## src/rtl/hex_ui_pkg.sv

```systemverilog
// rtl/hex_ui_pkg.sv - shared types and key indices for the hex entry controller
package hex_ui_pkg;

  typedef logic [3:0] nibble_t;

  // Bit positions within key_n
  localparam int KEY_INC = 0;
  localparam int KEY_DEC = 1;
  localparam int KEY_SEL = 2;
  localparam int KEY_CLR = 3;

  typedef enum logic [1:0] {
    RPT_IDLE      = 2'd0,
    RPT_ARMED     = 2'd1,
    RPT_REPEATING = 2'd2
  } rpt_state_t;

endpackage

```

## src/rtl/key_debounce.sv

```systemverilog
// rtl/key_debounce.sv - per-key synchroniser, debouncer and auto-repeat event generator
// Ports:
//   clk    system clock
//   reset  asynchronous active-high reset
//   key_n  raw active-low pushbutton
//   evt    registered one-cycle pulse per accepted press or auto-repeat
module key_debounce
  import hex_ui_pkg::*;
#(
  parameter int DEBOUNCE_CYCLES = 500000,
  parameter int REPEAT_DELAY    = 25000000,
  parameter int REPEAT_PERIOD   = 5000000,
  parameter bit REPEAT_EN       = 1'b1
) (
  input  logic clk,
  input  logic reset,
  input  logic key_n,
  output logic evt
);

  localparam int DW   = (DEBOUNCE_CYCLES > 1) ? $clog2(DEBOUNCE_CYCLES) : 1;
  localparam int RMAX = (REPEAT_DELAY > REPEAT_PERIOD) ? REPEAT_DELAY : REPEAT_PERIOD;
  localparam int RW   = (RMAX > 1) ? $clog2(RMAX) : 1;

  localparam logic [DW-1:0] DEB_LAST    = DW'(DEBOUNCE_CYCLES - 1);
  localparam logic [RW-1:0] DELAY_LAST  = RW'(REPEAT_DELAY - 1);
  localparam logic [RW-1:0] PERIOD_LAST = RW'(REPEAT_PERIOD - 1);

  logic          sync1, sync2;
  logic          d, d_dly;
  logic [DW-1:0] cnt;
  rpt_state_t    state;
  logic [RW-1:0] rcnt;
  logic          press, rpt;

  // Synchroniser stores the inverted (pressed) level; reset value = released.
  always_ff @(posedge clk or posedge reset) begin
    if (reset) begin
      sync1 <= 1'b0;
      sync2 <= 1'b0;
    end else begin
      sync1 <= ~key_n;
      sync2 <= sync1;
    end
  end

  // cnt counts consecutive samples disagreeing with the accepted state.
  always_ff @(posedge clk or posedge reset) begin
    if (reset) begin
      d     <= 1'b0;
      d_dly <= 1'b0;
      cnt   <= '0;
    end else begin
      d_dly <= d;
      if (sync2 == d) begin
        cnt <= '0;
      end else if (cnt == DEB_LAST) begin
        d   <= ~d;
        cnt <= '0;
      end else begin
        cnt <= cnt + 1'b1;
      end
    end
  end

  assign press = d & ~d_dly;

  // Gated by d so a release in the terminal-count cycle cannot fire a repeat.
  assign rpt = REPEAT_EN && d &&
               (((state == RPT_ARMED) && (rcnt == DELAY_LAST)) ||
                ((state == RPT_REPEATING) && (rcnt == PERIOD_LAST)));

  always_ff @(posedge clk or posedge reset) begin
    if (reset) begin
      state <= RPT_IDLE;
      rcnt  <= '0;
    end else if (!d || !REPEAT_EN) begin
      state <= RPT_IDLE;
      rcnt  <= '0;
    end else begin
      case (state)
        RPT_IDLE: begin
          if (press) begin
            state <= RPT_ARMED;
            rcnt  <= '0;
          end
        end
        RPT_ARMED: begin
          if (rcnt == DELAY_LAST) begin
            state <= RPT_REPEATING;
            rcnt  <= '0;
          end else begin
            rcnt <= rcnt + 1'b1;
          end
        end
        RPT_REPEATING: begin
          if (rcnt == PERIOD_LAST) rcnt <= '0;
          else                     rcnt <= rcnt + 1'b1;
        end
        default: begin
          state <= RPT_IDLE;
          rcnt  <= '0;
        end
      endcase
    end
  end

  // Registering the event keeps key_n fully isolated from the top-level outputs.
  always_ff @(posedge clk or posedge reset) begin
    if (reset) evt <= 1'b0;
    else       evt <= press | rpt;
  end

endmodule

```

## src/rtl/hex_entry_ctrl.sv

```systemverilog
// rtl/hex_entry_ctrl.sv - pushbutton-driven multi-digit hex value entry
// Ports:
//   clk      system clock
//   reset    asynchronous active-high reset
//   key_n    raw active-low keys: [0] inc, [1] dec, [2] next digit, [3] clear
//   value    current hex value, 4*DIGITS bits
//   digits   value split into one nibble per display digit
//   sel      index of the digit inc/dec act on
//   changed  one-cycle pulse after each actual value change
module hex_entry_ctrl
  import hex_ui_pkg::*;
#(
  parameter int DIGITS          = 3,
  parameter int DEBOUNCE_CYCLES = 500000,
  parameter int REPEAT_DELAY    = 25000000,
  parameter int REPEAT_PERIOD   = 5000000,
  localparam int VW             = 4 * DIGITS,
  localparam int SW             = (DIGITS > 1) ? $clog2(DIGITS) : 1
) (
  input  logic                   clk,
  input  logic                   reset,
  input  logic [3:0]             key_n,
  output logic [VW-1:0]          value,
  output nibble_t [DIGITS-1:0]   digits,
  output logic [SW-1:0]          sel,
  output logic                   changed
);

  localparam logic [SW-1:0] SEL_LAST = SW'(DIGITS - 1);

  logic [3:0]    evt;
  logic [VW-1:0] step;
  logic          inc, dec, nxt, clr;

  for (genvar k = 0; k < 4; k++) begin : g_key
    key_debounce #(
      .DEBOUNCE_CYCLES (DEBOUNCE_CYCLES),
      .REPEAT_DELAY    (REPEAT_DELAY),
      .REPEAT_PERIOD   (REPEAT_PERIOD),
      .REPEAT_EN       (k == KEY_INC || k == KEY_DEC)
    ) u_key (
      .clk   (clk),
      .reset (reset),
      .key_n (key_n[k]),
      .evt   (evt[k])
    );
  end

  assign inc = evt[KEY_INC];
  assign dec = evt[KEY_DEC];
  assign nxt = evt[KEY_SEL];
  assign clr = evt[KEY_CLR];

  // Adding at the selected nibble lets carries/borrows ripple naturally.
  assign step = VW'(1) << {sel, 2'b00};

  always_ff @(posedge clk or posedge reset) begin
    if (reset) begin
      value   <= '0;
      sel     <= '0;
      changed <= 1'b0;
    end else begin
      changed <= 1'b0;
      if (clr) begin
        value   <= '0;
        sel     <= '0;
        changed <= (value != '0);
      end else begin
        // Simultaneous inc and dec cancel; step is never zero so any
        // single inc/dec always changes the value.
        if (inc && !dec) begin
          value   <= value + step;
          changed <= 1'b1;
        end else if (dec && !inc) begin
          value   <= value - step;
          changed <= 1'b1;
        end
        if (nxt) sel <= (sel == SEL_LAST) ? '0 : sel + 1'b1;
      end
    end
  end

  assign digits = value;

endmodule

```

## config.mk

```make
export PLATFORM = sky130hd
export DESIGN_NAME = hex_entry_ctrl
export DESIGN_NICKNAME = d
export VERILOG_FILES = /design/src/rtl/hex_ui_pkg.sv /design/src/rtl/key_debounce.sv /design/src/rtl/hex_entry_ctrl.sv
export SDC_FILE = /design/constraint.sdc
export NUM_CORES = 1
export LEC_CHECK = 0
export CAP_MARGIN = 20
export CORE_AREA = 10 10 152 154
export CTS_BUF_LIST = sky130_fd_sc_hd__clkbuf_2
export CTS_CLUSTER_SIZE = 28
export DETAILED_ROUTE_END_ITERATION = 12
export DIE_AREA = 0 0 162 164
export GPL_TIMING_DRIVEN = 1
export HOLD_SLACK_MARGIN = 0.03
export PLACE_DENSITY = 0.7
export SKIP_LAST_GASP = 1
export SLEW_MARGIN = 30
export SYNTH_ARGS = -nofsm -noshare
export SYNTH_HDL_FRONTEND = slang
export SYNTH_SLANG_ARGS = --single-unit
```

## constraint.sdc

```tcl
create_clock -name clk -period 12.98 [get_ports clk]
set_clock_uncertainty 0.05 [all_clocks]
set_input_delay 2.596 -clock clk [delete_from_list [all_inputs] [get_ports clk]]
set_output_delay 2.596 -clock clk [all_outputs]
set_load 0.05 [all_outputs]
```

==> results.ini <==
[drt]
drc = 0
drtIter0Drc = 429
via_count = 6737
finalWirelength_mm = 16.7
drt_first_pass_iters = 5
antenna_left = 0
via_per_inst = 5.41
wl_per_cell_microns = 13.4

[place]
dpl_worst_slack_ns = 8.28
place_congestion = 0.818
dp_hpwl_mm = 11.2
io_buffers = 32

[cts]
ctsLongestPathBuffers = 2
cts-root-buf = clkbuf_2
cts_setup_buffers = 0
cts_hold_buffers = 0
cts.clk_slew.worst_paths_ns = 0.25
cts_tree = built
clock-sinks = 165
cts_buffers = 17
worst_skew_pair.late_latency_ns = 0.74
ctsResizeCount = 0
h-tree-depth = 4

[worst_setup_path]
rrSetupSlack_ns = 9.40
crit_chain = clkdlybuf4s50_1
ff2ff_path_depth = 11
crit_family = buffers and inverters
cp.required_ns = 10.33
cp_slowest_stage_delay_ns = 0.89
cp_slowest_cell = clkdlybuf4s50_1
reg2reg_to = digits[11]
cp_max_fo = 14
regToRegStartpoint = sel[1]
cp.arrival_ns = 2.28
cp-end-kind = output pin
timing_worst_setup_path_type = reg2out
critPathBufInv = 1
startpoint_type = flip-flop

[yosys]
synth_xor_area_share_pct = 7.59
synth_area_leaders = dfrtp_1 (46%), nor2_1 (5.7%), xnor2_1 (4.0%), xor2_1 (3.6%), nand3_1 (3.4%)
synth_edf_count = 0
ys_ff_latch = 165
synthesis.instances = 966
muxShareOfSynthArea_pct = 2.24
synth_flop_cell = dfrtp_1
synth_top_cell_area_share_pct = 46.5
synth_fa_ha_area_share_pct = 2.96
async_flop_share_pct = 100
yosysWarnings = 0
synth-compound-area-share_pct = 12.1
synth_top_family_by_area = simple AND/OR/NAND/NOR gates
synth_area_per_cell_sq_um = 9.19
syn_area_sq_um = 8880
syn-num-nets = 993
synth-simple-area-share_pct = 23.6
yosysTopAreaCell = dfrtp_1
synth-seq-area-share_pct = 46.5
synth_cell_type_count = 59

[global_route]
grt_usage_pct = 12.8
antenna_found_initial = 1
gr-total-overflow = 0
grt_pass1_vias = 6258
grt_max_degree = 108
grt_first_pass_wirelength_mm = 29.3

[floorplan]
initial_core_util_pct = 44.3
dieArea_sq_um = 26600
rows = 52
fp.dieW_microns = 162
die_h_microns = 164
core_area_sq_um = 20000
io-pin-count = 33

[layout]
final_cell_mix = dfrtp_1 (165), nor2_1 (136), nand2_1 (75), nand3_1 (61), a31oi_1 (44)
final_layout_size_suffix_gt1_share_pct = 6.87
num-nets-final = 989
post-route-util_pct = 47.3
final_common_cell = dfrtp_1
fillCellCount = 1951
syn2layout_area_growth_pct = 6.78

[min_path]
min_path_cells = 0
worstHoldStart = g_key[2].u_key.sync1
hold_class = reg2reg
hold_end = g_key[2].u_key.sync2

[timing]
max_slew_margin_pct = 41.0
fmax_mhz = 203
slew_violations = 0
fin_setup_tns_ns = 0
fin_crit_ns = 4.93
rsz0062_at_grt = no
fin_ws_ns = 8.05
setup_viol = 0
hold_viol = 0
tightest_slew_ns = 0.883
finalCritPeriodShare_pct = 38.0

[power]
vdd_drop_max_mv = 0.0404
p_leak_nw = 3.93
power.density_nw_per_um2 = 83.7

[job]
maxCapViolations = 0

[outcome]
status = complete, no violations

[state kept, by name, indices dropped and copies added (netlist names)]
name,cells
g_key.u_key.evt,4
g_key.u_key.cnt,76
g_key.u_key.d_dly,4
digits,12
g_key.u_key.state,4
g_key.u_key.sync2,4
g_key.u_key.rcnt,50
g_key.u_key.sync1,4
g_key.u_key.d,4
changed,1
sel,2
[stage by stage]
step           cell area, sq um  cells  power [mW]  hold slack, ns
6_report                   9480   1246       0.794           0.315
5_1_grt                    9480   1246       0.834           0.298
4_1_cts                    9480   1245       0.809           0.310
3_5_place_dp               9270   1213       0.555           0.294
3_3_place_gp               9270   1213       0.554           0.286
2_1_floorplan              8880    966       0.547           0.281
[cells in the mapped netlist (9+ instances only)]
cell	instances
or3_1	11
dfrtp_1	165
nand2_1	75
nor3_1	20
nand4_1	24
ha_1	21
or2_2	9
inv_1	39
a31oi_1	44
buf_4	13
nor4_1	19
and3_1	19
nand2b_1	9
a41oi_1	9
nand3_1	61
nor2_1	136
mux2i_1	12
a21oi_1	33
clkbuf_1	30
xnor2_1	41
xor2_1	36
and2_1	9
o21ai_0	26
[final cells by class]
type / instances / area, sq um / share of cell area [%]
Multi-Input combinational cell: 704 / 4310 / 45.5
Clock inverter: 15 / 119 / 1.25
Tap cell: 270 / 338 / 3.56
Inverter: 39 / 154 / 1.62
Antenna cell: 1 / 2.50 / 0.0264
Clock buffer: 17 / 85.1 / 0.897
Timing Repair Buffer: 35 / 343 / 3.62
Sequential cell: 165 / 4130 / 43.5
[per-layer routing]
layer | global-route usage, % | wire length, microns | vias up
li1 | - | - | 3383
met1 | 16.9 | 8230 | 3223
met2 | 20.4 | 7570 | 119
met3 | 3.15 | 696 | 12
met4 | 4.05 | 175 | 0
met5 | 0 | 0 | -
[cell families (layout without fill, tap and decap cells)]
logic type | after synthesis | after routing
simple gates | 426 | 426
buf+inv | 97 | 106
flops | 165 | 165
xor+xnor | 77 | 77
mux | 19 | 19
compound gates | 161 | 161
fa+ha+maj | 21 | 21
other cells | 0 | 1
[where the power goes]
group	total [mW]	internal, mW	switching [mW]
logic	0.0218	0.00542	0.0164
registers	0.523	0.519	0.00355
clock network	0.249	0.0560	0.193
total	0.794	0.581	0.213
[worst max-delay path by stage]
stage / from / endpoint / slack (ns) / cells past startpoint
floorplan: reset / changed / 5.87 / 1
global placement: reset / g_key[2].u_key.cnt[10] / 8.32 / 3
detailed placement: reset / g_key[2].u_key.cnt[13] / 8.28 / 3
CTS: digits[5] / value[5] / 7.97 / 1
global route: digits[5] / value[5] / 7.86 / 1
finish: digits[5] / value[5] / 8.05 / 1
Power figures use the tool's default switching activity.
